## config.mk

```make
export PLATFORM = sky130hd
export DESIGN_NAME = axi4lite_timer_slave
export DESIGN_NICKNAME = d
export VERILOG_FILES = /design/src/rtl/axi4lite_timer_slave.sv
export SDC_FILE = /design/constraint.sdc
export NUM_CORES = 1
export LEC_CHECK = 0
export ABC_AREA = 1
export BUFFER_PORTS_ARGS = -buffer_cell sky130_fd_sc_hd__buf_2
export CORE_MARGIN = 10
export CORE_UTILIZATION = 55
export CTS_CLUSTER_DIAMETER = 40
export DETAILED_ROUTE_END_ITERATION = 16
export PLACE_DENSITY_LB_ADDON = 0.2
export SLEW_MARGIN = 20
export SYNTH_ARGS = -nofsm -noshare
export SYNTH_HDL_FRONTEND = slang
export SYNTH_SLANG_ARGS = --single-unit
export TNS_END_PERCENT = 5
```

## constraint.sdc

```tcl
create_clock -name clk -period 4.8 [get_ports clk]
set_input_delay 0.96 -clock clk [delete_from_list [all_inputs] [get_ports clk]]
set_output_delay 0.96 -clock clk [all_outputs]
set_load 0.02 [all_outputs]
```

## src/rtl/axi4lite_timer_slave.sv

```systemverilog
// AXI4-Lite slave wrapping a 32-bit programmable down-counter timer.
// Registers: CTRL (en/reload/ie), LOAD, COUNT, STATUS (W1C expired); level irq.
module axi4lite_timer_slave #(
    parameter int ADDR_WIDTH = 4,
    parameter int DATA_WIDTH = 32
) (
    input  logic                  clk,
    input  logic                  rst,
    input  logic [ADDR_WIDTH-1:0] s_axi_awaddr,
    input  logic                  s_axi_awvalid,
    output logic                  s_axi_awready,
    input  logic [DATA_WIDTH-1:0] s_axi_wdata,
    input  logic                  s_axi_wvalid,
    output logic                  s_axi_wready,
    output logic [1:0]            s_axi_bresp,
    output logic                  s_axi_bvalid,
    input  logic                  s_axi_bready,
    input  logic [ADDR_WIDTH-1:0] s_axi_araddr,
    input  logic                  s_axi_arvalid,
    output logic                  s_axi_arready,
    output logic [DATA_WIDTH-1:0] s_axi_rdata,
    output logic [1:0]            s_axi_rresp,
    output logic                  s_axi_rvalid,
    input  logic                  s_axi_rready,
    output logic                  irq
);

    localparam logic [1:0] REG_CTRL   = 2'd0;
    localparam logic [1:0] REG_LOAD   = 2'd1;
    localparam logic [1:0] REG_COUNT  = 2'd2;
    localparam logic [1:0] REG_STATUS = 2'd3;

    logic                  en_q, en_d;
    logic                  reload_q, reload_d;
    logic                  ie_q, ie_d;
    logic [DATA_WIDTH-1:0] load_q, load_d;
    logic [DATA_WIDTH-1:0] count_q, count_d;
    logic                  expired_q, expired_d;
    logic                  bvalid_q, bvalid_d;
    logic                  rvalid_q, rvalid_d;
    logic [DATA_WIDTH-1:0] rdata_q, rdata_d;
    logic [DATA_WIDTH-1:0] rd_mux;
    logic                  expire;
    logic                  wr_acc;
    logic                  rd_acc;
    logic [1:0]            wr_sel;
    logic [1:0]            rd_sel;
    logic                  unused_addr_bits;

    assign wr_sel = s_axi_awaddr[3:2];
    assign rd_sel = s_axi_araddr[3:2];

    // Byte-offset bits carry no meaning for word registers.
    assign unused_addr_bits = ^{s_axi_awaddr, s_axi_araddr};

    // Both write channels must be valid together; reset blocks every accept.
    assign wr_acc = s_axi_awvalid & s_axi_wvalid & ~bvalid_q & ~rst;
    assign rd_acc = s_axi_arvalid & ~rvalid_q & ~rst;

    assign s_axi_awready = wr_acc;
    assign s_axi_wready  = wr_acc;
    assign s_axi_arready = rd_acc;
    assign s_axi_bvalid  = bvalid_q;
    assign s_axi_rvalid  = rvalid_q;
    assign s_axi_rdata   = rdata_q;
    assign s_axi_bresp   = 2'b00;
    assign s_axi_rresp   = 2'b00;
    assign irq           = expired_q & ie_q & ~rst;

    // Read mux over the pre-edge register state.
    always_comb begin
        rd_mux = '0;
        unique case (rd_sel)
            REG_CTRL:   rd_mux = {{(DATA_WIDTH-3){1'b0}}, ie_q, reload_q, en_q};
            REG_LOAD:   rd_mux = load_q;
            REG_COUNT:  rd_mux = count_q;
            REG_STATUS: rd_mux = {{(DATA_WIDTH-1){1'b0}}, expired_q};
        endcase
    end

    // Timer step first, then software writes override, then expiry wins over W1C.
    always_comb begin
        en_d      = en_q;
        reload_d  = reload_q;
        ie_d      = ie_q;
        load_d    = load_q;
        count_d   = count_q;
        expired_d = expired_q;
        expire    = 1'b0;
        if (en_q) begin
            if (count_q != '0) begin
                count_d = count_q - DATA_WIDTH'(1);
            end else begin
                expire = 1'b1;
                if (reload_q) begin
                    count_d = load_q;
                end else begin
                    en_d = 1'b0;
                end
            end
        end
        if (wr_acc) begin
            unique case (wr_sel)
                REG_CTRL: begin
                    en_d     = s_axi_wdata[0];
                    reload_d = s_axi_wdata[1];
                    ie_d     = s_axi_wdata[2];
                end
                REG_LOAD:  load_d = s_axi_wdata;
                REG_COUNT: count_d = s_axi_wdata;
                REG_STATUS: begin
                    if (s_axi_wdata[0]) begin
                        expired_d = 1'b0;
                    end
                end
            endcase
        end
        if (expire) begin
            expired_d = 1'b1;
        end
    end

    // Response channels: set on accept, held until the master takes them.
    always_comb begin
        bvalid_d = bvalid_q;
        rvalid_d = rvalid_q;
        rdata_d  = rdata_q;
        if (wr_acc) begin
            bvalid_d = 1'b1;
        end else if (s_axi_bready) begin
            bvalid_d = 1'b0;
        end
        if (rd_acc) begin
            rvalid_d = 1'b1;
            rdata_d  = rd_mux;
        end else if (s_axi_rready) begin
            rvalid_d = 1'b0;
        end
    end

    // State registers with asynchronous active-high reset.
    always_ff @(posedge clk or posedge rst) begin
        if (rst) begin
            en_q      <= 1'b0;
            reload_q  <= 1'b0;
            ie_q      <= 1'b0;
            load_q    <= '0;
            count_q   <= '0;
            expired_q <= 1'b0;
            bvalid_q  <= 1'b0;
            rvalid_q  <= 1'b0;
            rdata_q   <= '0;
        end else begin
            en_q      <= en_d;
            reload_q  <= reload_d;
            ie_q      <= ie_d;
            load_q    <= load_d;
            count_q   <= count_d;
            expired_q <= expired_d;
            bvalid_q  <= bvalid_d;
            rvalid_q  <= rvalid_d;
            rdata_q   <= rdata_d;
        end
    end

endmodule

```

* Word level (Yosys, flattened, before mapping)
Cells that the tools add are included.
** Word-level totals
- Input bits :: 47
- Register bits after elaboration :: 102
** Cells by class
- Muxes and demuxes :: 21
- Reduce and logical (&&, ||, !) cells :: 11
- Equal/unequal tests :: 6
- Bitwise operators :: 10
- Add/sub/neg operators :: 1
** Operators by type and width (number)
- $mux W32 :: 5
- $pmux W32 S4 :: 1
- $reduce_bool A32 Y1 :: 1
- $sub A32 B1 Y32 const B :: 1
- $mux W1 :: 15
- $reduce_bool A2 Y1 :: 5
- $eq A2 B2 Y1 const B :: 4
- $and A1 B1 Y1 :: 7
- $eq A2 B1 Y1 const B :: 2
- $logic_not A2 Y1 :: 2
- $reduce_and A2 Y1 :: 2
- $not A1 Y1 :: 3
- $reduce_and A3 Y1 :: 1

* Longest topological paths before layout
Gate-level depths: netlist of the first run.
- Word-level depth :: 5
- Depth in mapped cells :: 13
- Depth with buffers taken out :: 13

* Worst setup path before layout of the first run
Ideal clock, no wire load.
- Path type :: in2out
- Start point :: in rst
- End point :: out s_axi_arready
- Cell stages on the path :: 4
- Arrival time :: 3253 ps
- Setup slack :: 587 ps
- Data required time :: 3840 ps
- Cells stage by stage :: inv_2 > nand3_1 > inv_1 > clkbuf_1
** On the way
- Longest elaborated chain between the ends :: 2
** Ends and longest elaborated chain
- from (decl) :: line 8 : input logic rst,
- $not A1 Y1 :: line 58 : assign rd_acc = s_axi_arvalid & ~rvalid_q & ~rst;
- $and A1 B1 Y1 :: line 58
- to (decl) :: line 20 : output logic s_axi_arready,
No other way between the ends.

* Worst setup path after layout of the first run
- Start point :: in rst
- End point :: reg load_q[6]
** On the way
- Longest elaborated chain between the ends :: 3
** Ends and longest elaborated chain
- $not A1 Y1 :: line 57 : assign wr_acc = s_axi_awvalid & s_axi_wvalid & ~bvalid_q & ~rst;
- $and A1 B1 Y1 :: line 57
- $reduce_and A2 Y1 (no line)
- to (signal assigned) :: line 157 : load_q <= load_d;
- to (decl) :: line 36 : logic [DATA_WIDTH-1:0] load_q, load_d;
No other way between the ends.
A chain may end at the register's enable or synchronous reset.

==> results of run 1 <==
final timing paths:
path	from	endpoint	slack [ns]
hold / removal	s_axi_rdata[10]$_DFFE_PP0P_	s_axi_rdata[10]$_DFFE_PP0P_	0.47
hold reg to reg	s_axi_rdata[10]$_DFFE_PP0P_	s_axi_rdata[10]$_DFFE_PP0P_	0.47
min in group asynchronous	rst	ie_q$_DFFE_PP0P_	0.59
setup reg to reg	s_axi_bvalid$_DFFE_PP0P_	load_q[6]$_DFFE_PP0P_	2.54
max in group asynchronous	rst	expired_q$_DFFE_PP0P_	2.89
setup / recovery	rst	load_q[6]$_DFFE_PP0P_	1.89
metal layers:
metal,routed length [microns],vias to the layer above,share of wire,global-route usage
met5,0,-,0,0
met4,210,0,0.012,0.0435
met3,1100,21,0.064,0.0404
met2,8100,195,0.47,0.351
met1,7740,2856,0.45,0.283
li1,-,2993,-,-
synth_stat cells, types with 2 or more instances:
cell type | number | share of area
a21oi_1 | 39 | 0.031
a22oi_1 | 2 | 0.0024
a31oi_1 | 19 | 0.019
buf_2 | 7 | 0.0056
buf_4 | 5 | 0.0060
buf_6 | 2 | 0.0036
clkbuf_1 | 31 | 0.019
dfrtp_1 | 102 | 0.41
ha_1 | 2 | 0.0040
inv_1 | 72 | 0.043
inv_2 | 9 | 0.0054
mux2_2 | 17 | 0.031
nand2_1 | 279 | 0.17
nand2_2 | 6 | 0.0060
nand2_4 | 2 | 0.0036
nand3_1 | 66 | 0.053
nand4_1 | 10 | 0.010
nor2_1 | 104 | 0.062
nor2_2 | 9 | 0.0090
nor2_4 | 5 | 0.0090
nor3_1 | 3 | 0.0024
o21ai_0 | 55 | 0.044
o21ai_1 | 13 | 0.010
o22ai_1 | 12 | 0.012
xor2_1 | 13 | 0.018
logic make-up (layout without fill, tap and decap cells):
kind of cell	Yosys count	after routing
DFF	102	102
and+or+nand+nor	489	489
adders and majority gates	2	2
other	1	4
muxes	17	17
AOI/OAI and AO/OA	143	143
xor gates and xnor gates	14	14
buffers and inverters	128	186
critical path: cells and delay by family:
kind / cells / cell delay (ns)
and+or+nand+nor: 3 / 1.10
buffers and inverters: 4 / 1.03
AOI/OAI and AO/OA: 1 / 0.04
power by group:
part           internal (mW)  switching [mW]
Clock                  0.500           0.320
Combinational          0.542            1.04
Sequential              1.12           0.262
Total                   2.16            1.62
layout make-up:
cell class / instances / share of cell area
repair buffers: 88 / 0.0653
multi-input cells: 669 / 0.456
well taps: 140 / 0.0249
flip-flops and latches: 102 / 0.362
clock inverters: 3 / 0.00923
clock buffers: 13 / 0.0383
inverters: 82 / 0.0440
metrics by stage:
stage | power (mW) | worst slack (ns) | util | area (sq um) | hold WS (ns)
final | 3.78 | 1.89 | 0.642 | 7050 | 0.475
after global routing | 4.09 | 1.60 | 0.642 | 7050 | 0.508
after floorplan | 2.56 | 0.587 | - | 6280 | 0.453
after detailed placement | 2.95 | 1.53 | 0.611 | 6710 | 0.462
after CTS | 3.78 | 1.88 | 0.642 | 7050 | 0.483
after global placement | 2.92 | 1.53 | 0.611 | 6710 | 0.458
registers in the layout, indices dropped and copies added, names as in the netlist:
signal	count
load_q	32
s_axi_rvalid	1
count_q	32
s_axi_bvalid	1
en_q	1
expired_q	1
s_axi_rdata	32
reload_q	1
ie_q	1
layout by cell type, fill, tap and decap left out, drive strengths merged:
cell type	synthesis	routed
nand2	287	287
nor2	119	119
dfrtp	102	102
buf	15	88
inv	81	81
o21ai	68	68
nand3	67	67
a21oi	40	40
a31oi	19	19
mux2	17	17
xor2	13	13
clkbuf	31	13
o22ai	12	12
nand4	11	11
conb	1	4
nor3	4	4
a22oi	2	2
ha	2	2
bufinv	0	2
clkinv	1	2
and2	1	1
xnor2	1	1
o41ai	1	1
o211ai	1	1
==> impl_metrics.tcl, run 1 <==
set metrics [dict create \
    grt_max_degree 75 \
    track_usage 0.212 \
    min_path_cells 2 \
    cts-hold-fix-buffers 0 \
    dp_hpwl_microns 11900 \
    min_period_over_period 0.606 \
    ys_types 37 \
    synth_flop_cell "dfrtp_1" \
    cts_resized 0 \
    dp.cells 1081 \
    finalSetupTns_ns 0 \
    drtPass1Iterations 5 \
    antenna_cells 0 \
    cp-end-kind "flip-flop" \
    cts_tree "done" \
    skew_ns 0.0187 \
    synth-xor-area-share 0.0195 \
    drtIter0Drc 536 \
    synth_seq_area_share 0.407 \
    worst-setup-path-type "in -> reg" \
    finalHoldViolCount 0 \
    clock_latency_ns 0.36 \
    rsz0062_at_grt "no" \
    h-tree-depth 3 \
    grt_pass1_vias 5691 \
    synth_compound_area_frac 0.123 \
    fmax_mhz 344 \
    drv_cap 0 \
    port_buffers 80 \
    vdd_drop_max_v 0.000313 \
    grt_pass1_wl_microns 28600 \
    ant_nets 0 \
    clkTransAtPathRegs_ns 0.06 \
    synth_edf_count 0 \
    synthMuxAreaShare 0.0305 \
    die_area_sq_um 16100 \
    die_y_microns 127 \
    wl_per_cell_microns 15.6 \
    synthAdderAreaFrac 0.00399 \
    cts.path.max_buffers 2 \
    reg2reg_depth 7 \
    io_pins 89 \
    routed_wl_microns 17200 \
    synth_top_family_by_area "simple AND/OR/NAND/NOR gates" \
    synth_cells 896 \
    gp_congestion 0.946 \
    drv_slew 0 \
    core_sq_um 11000 \
    synthSimpleGateAreaFrac 0.332 \
    cts.sinks 102 \
    avgSynthCellArea_sq_um 7.00 \
    area_growth_syn_to_layout_pct 12.3 \
    multi_input_area_sq_um 3210 \
    setup_viol 0 \
    synth_warnings 0 \
    drc 0 \
    vias_per_cell 5.53 \
    slew_headroom 0.309 \
    worst_pin_slew_ns 1.03 \
    die_w_microns 127 \
    critPathMaxFanout 42 \
    synth_seq_cells 102 \
    final_net_count 1001 \
    register_area_sq_um 2550 \
    required_ns 5.03 \
    crit_slowest_cell "nand3_2" \
    p_leak_nw 3.59 \
    arrival_ns 3.14 \
    cp_cell_sequence "buf_2 -> inv_4 -> nand4_1 -> inv_2 -> nand3_2 -> buf_4 -> nor2_1 -> a21oi_1" \
    min_path_type "reg -> reg" \
    power.density_nw_per_um2 536 \
    fillCellCount 1013 \
    cts_buffers 9 \
    synth-async-reset-ratio 1.00 \
    gr-total-overflow 0 \
    cp_slowest_stage_delay_ns 0.78 \
    initial_core_util 0.571 \
    antenna_found_initial 0 \
    cp-start-kind "input pin" \
    cts-root-buf "clkbuf_16" \
    layout-drive-gt1-share 0.164 \
    rows 38 \
    period_needed_ns 2.91 \
    syn_area_sq_um 6270 \
    via_count 6065 \
    status "finished clean" \
    instances_no_fill 1097 \
    postCtsSetupBuffers 0 \
]
(Power assumes the default switching activity.)
==> inputs of run 2 (changes only) <==
ABC_AREA = 0   (was 1)
CORE_UTILIZATION = 51   (was 55)
clock period = 2.6 ns   (was 4.8 ns; I/O delays follow)
==> run 2 against run 1 <==
  * The run now ends with negative setup slack left
  * Setup slack got worse by 2.0 ns
  * Total power rose by 47%
  * Area after synthesis fell by 14%
  * First-iteration DRC count is 26% lower
  * Core utilization fell by 0.20 points
  * Register-to-register slack got worse by 2.6 ns
  * Via count down 18%
  * Hold slack got worse by 0.18 ns
==> impl_metrics.tcl, run 2 <==
set metrics [dict create \
    status "finished, violations left" \
    failed_checks "negative setup slack" \
    gp_congestion 0.938 \
    antenna_found_initial 0 \
    avgSynthCellArea_sq_um 9.70 \
    gr-total-overflow 0 \
    final_cell_mix "102 x dfrtp_1, 80 x buf_2, 58 x buf_4" \
    dp.cells 786 \
    crit_path_start "count_q[20]$_DFF_PP0_" \
    drv_cap 0 \
    worst_pin_slew_ns 0.756 \
    cts.path.max_buffers 2 \
    use_met3 0.0428 \
    ant_nets 0 \
    port_buffers 80 \
    period_needed_ns 2.70 \
    cts-hold-fix-buffers 0 \
    cts_buffers 9 \
    cts_tree "done" \
    cp-end-kind "flip-flop" \
    vias_per_cell 6.15 \
    comb_power_share 0.356 \
    p_sw_mw 2.07 \
    skew_ns 0.0153 \
    fin_ws_ns -0.0964 \
    wl_per_cell_microns 20.0 \
    initial_core_util 0.523 \
    r2r_end "count_q[8]$_DFF_PP0_" \
    place_area_sq_um 6280 \
    rsz0062_at_grt "yes" \
    drtPass1Iterations 4 \
    critPathMaxFanout 6 \
    drc 0 \
    clockPowerShare 0.206 \
    cp_cell_sequence "or4_4 -> or3_4 -> or4_4 -> buf_4 -> a2111oi_2 -> a21oi_1" \
    routed_wl_microns 16100 \
    synth_cells 557 \
    yosysMostFrequentCell "dfrtp_1" \
    syn_area_sq_um 5400 \
    cp-start-kind "flip-flop" \
    clock_latency_ns 0.39 \
    top_usage_layer "met2" \
    cp_slowest_stage_delay_ns 0.65 \
    p_seq_frac 0.438 \
    clkTransAtPathRegs_ns 0.10 \
    finalSetupTns_ns -0.775 \
    synthTopCellsByCount "102 x dfrtp_1, 50 x nor2_1, 45 x a21oi_1, 36 x clkbuf_1, 36 x mux2_2" \
    h-tree-depth 3 \
    path_buf_inv 1 \
    finalHoldViolCount 0 \
    via_count 4959 \
    hold_slack_ns 0.296 \
    synth_edf_count 0 \
    crit_family "simple AND/OR/NAND/NOR gates" \
    drtIter0Drc 397 \
    drv_slew 0 \
    reg2reg_slack_ns -0.1 \
    setup_viol 15 \
    rows 37 \
    final_common_cell "dfrtp_1" \
    antenna_cells 0 \
    grt_pass1_wl_microns 25900 \
    power.density_nw_per_um2 841 \
    grt_max_degree 59 \
    synth_warnings 0 \
    grt.met1_usage 0.299 \
    met2_usage 0.327 \
    synth_top_area_frac 0.473 \
    final_area_sq_um 6600 \
    multi_input_area_sq_um 2720 \
    register_area_sq_um 2550 \
    min_period_over_period 1.04 \
    p_leak_nw 2.88 \
    synth_flop_cell "dfrtp_1" \
    reg2reg_from "count_q[20]$_DFF_PP0_" \
    cts-root-buf "clkbuf_8" \
    pre_cts_ws_ns -0.158 \
    die_w_microns 123 \
    yosysTopAreaCell "dfrtp_1" \
    arrival_ns 2.97 \
    vdd_drop_max_v 0.000368 \
    instances_no_fill 806 \
    dp_hpwl_microns 11000 \
    synth_seq_cells 102 \
    fmax_mhz 371 \
    cp-endpoint "count_q[8]$_DFF_PP0_" \
    slew_headroom 0.496 \
    die_area_sq_um 15100 \
    core_sq_um 10300 \
    area_growth_syn_to_layout_pct 22.3 \
    fillCellCount 878 \
    cp.depth 6 \
    min_path_type "in -> reg" \
    track_usage 0.214 \
    ys_types 57 \
    layout-drive-gt1-share 0.333 \
    synth-async-reset-ratio 1.00 \
    worst-setup-path-type "reg -> reg" \
    die_y_microns 123 \
    p_int_mw 3.49 \
    crit_slowest_cell "or4_4" \
    final_util 0.640 \
    final_net_count 715 \
    synth_seq_area_share 0.473 \
    cpMostUsedCell "or4_4" \
    required_ns 2.87 \
    power_mw 5.56 \
    reg2reg_depth 6 \
    io_pins 89 \
    cts.sinks 102 \
    grt_pass1_vias 4957 \
    synth.area.top_cells "dfrtp_1 47%, mux2_2 7.5%, a21oi_1 4.2%" \
    switching_share 0.372 \
]
==> run 2: cell count changes after synthesis, sizes merged, moves of 19 or more <==
cell,before,now
nand3,67,16
mux2,17,36
a22oi,2,30
nor2,119,51
nand2,287,30
inv,81,9
o21ai,68,27
==> run 2: final cells by class <==
class / instances / area share
well taps: 136 / 0.0258
inverters: 9 / 0.00568
clock buffers: 11 / 0.0229
repair buffers: 142 / 0.136
multi-input cells: 402 / 0.412
clock inverters: 4 / 0.0106
flip-flops and latches: 102 / 0.387
==> run 2: kinds of logic after synthesis <==
family / count (synthesis) / share of synthesized area
other cells: 1 / 0.000694
fa+ha+maj: 2 / 0.00463
mux: 40 / 0.0848
flops: 102 / 0.473
xor+xnor: 10 / 0.0162
compound gates: 157 / 0.192
buf+inv: 57 / 0.0454
simple gates: 188 / 0.184
==> run 2: worst min path at each step <==
stage,from,end,slack (ns),depth (start not counted)
floorplan,expired_q$_DFFE_PP0P_,expired_q$_DFFE_PP0P_,0.47,1
CTS,s_axi_bready,s_axi_bvalid$_DFFE_PP0P_,0.30,2
detailed placement,s_axi_rdata[0]$_DFFE_PP0P_,s_axi_rdata[0]$_DFFE_PP0P_,0.50,1
global route,s_axi_bready,s_axi_bvalid$_DFFE_PP0P_,0.31,2
global placement,s_axi_rdata[0]$_DFFE_PP0P_,s_axi_rdata[0]$_DFFE_PP0P_,0.49,1
finish,s_axi_bready,s_axi_bvalid$_DFFE_PP0P_,0.30,2
==> run 2: metal layers <==
metal / vias up / routed length (microns)
met5: - / 0
li1: 2307 / -
met2: 190 / 7450
met3: 20 / 1170
met1: 2442 / 7210
met4: 0 / 255
==> run 2: worst reg2reg max path: stages, from the launching register on <==
cell and delay, ns:
dfrtp_1 0.39, or4_4 0.56, or3_4 0.40, or4_4 0.65, buf_4 0.21, a2111oi_2 0.30
a21oi_1 0.08
==> run 2: what timing repair did <==
action / 4_1_cts / 5_1_grt
resized for setup: 6 / 9
pin swaps: 1 / 6
setup endpoints to repair: 24 / 24
cloned: 1 / 0
setup buffers: 4 / 0
hold endpoints to repair: 0 / 0
==> run 2: power groups by stage <==
stage,logic [mW],clock network (mW),registers [mW]
global placement,1.89,0,2.42
global route,2.17,1.22,2.49
detailed placement,1.94,0,2.44
CTS,1.97,1.15,2.41
floorplan,1.09,0,2.53
finish,1.98,1.14,2.43
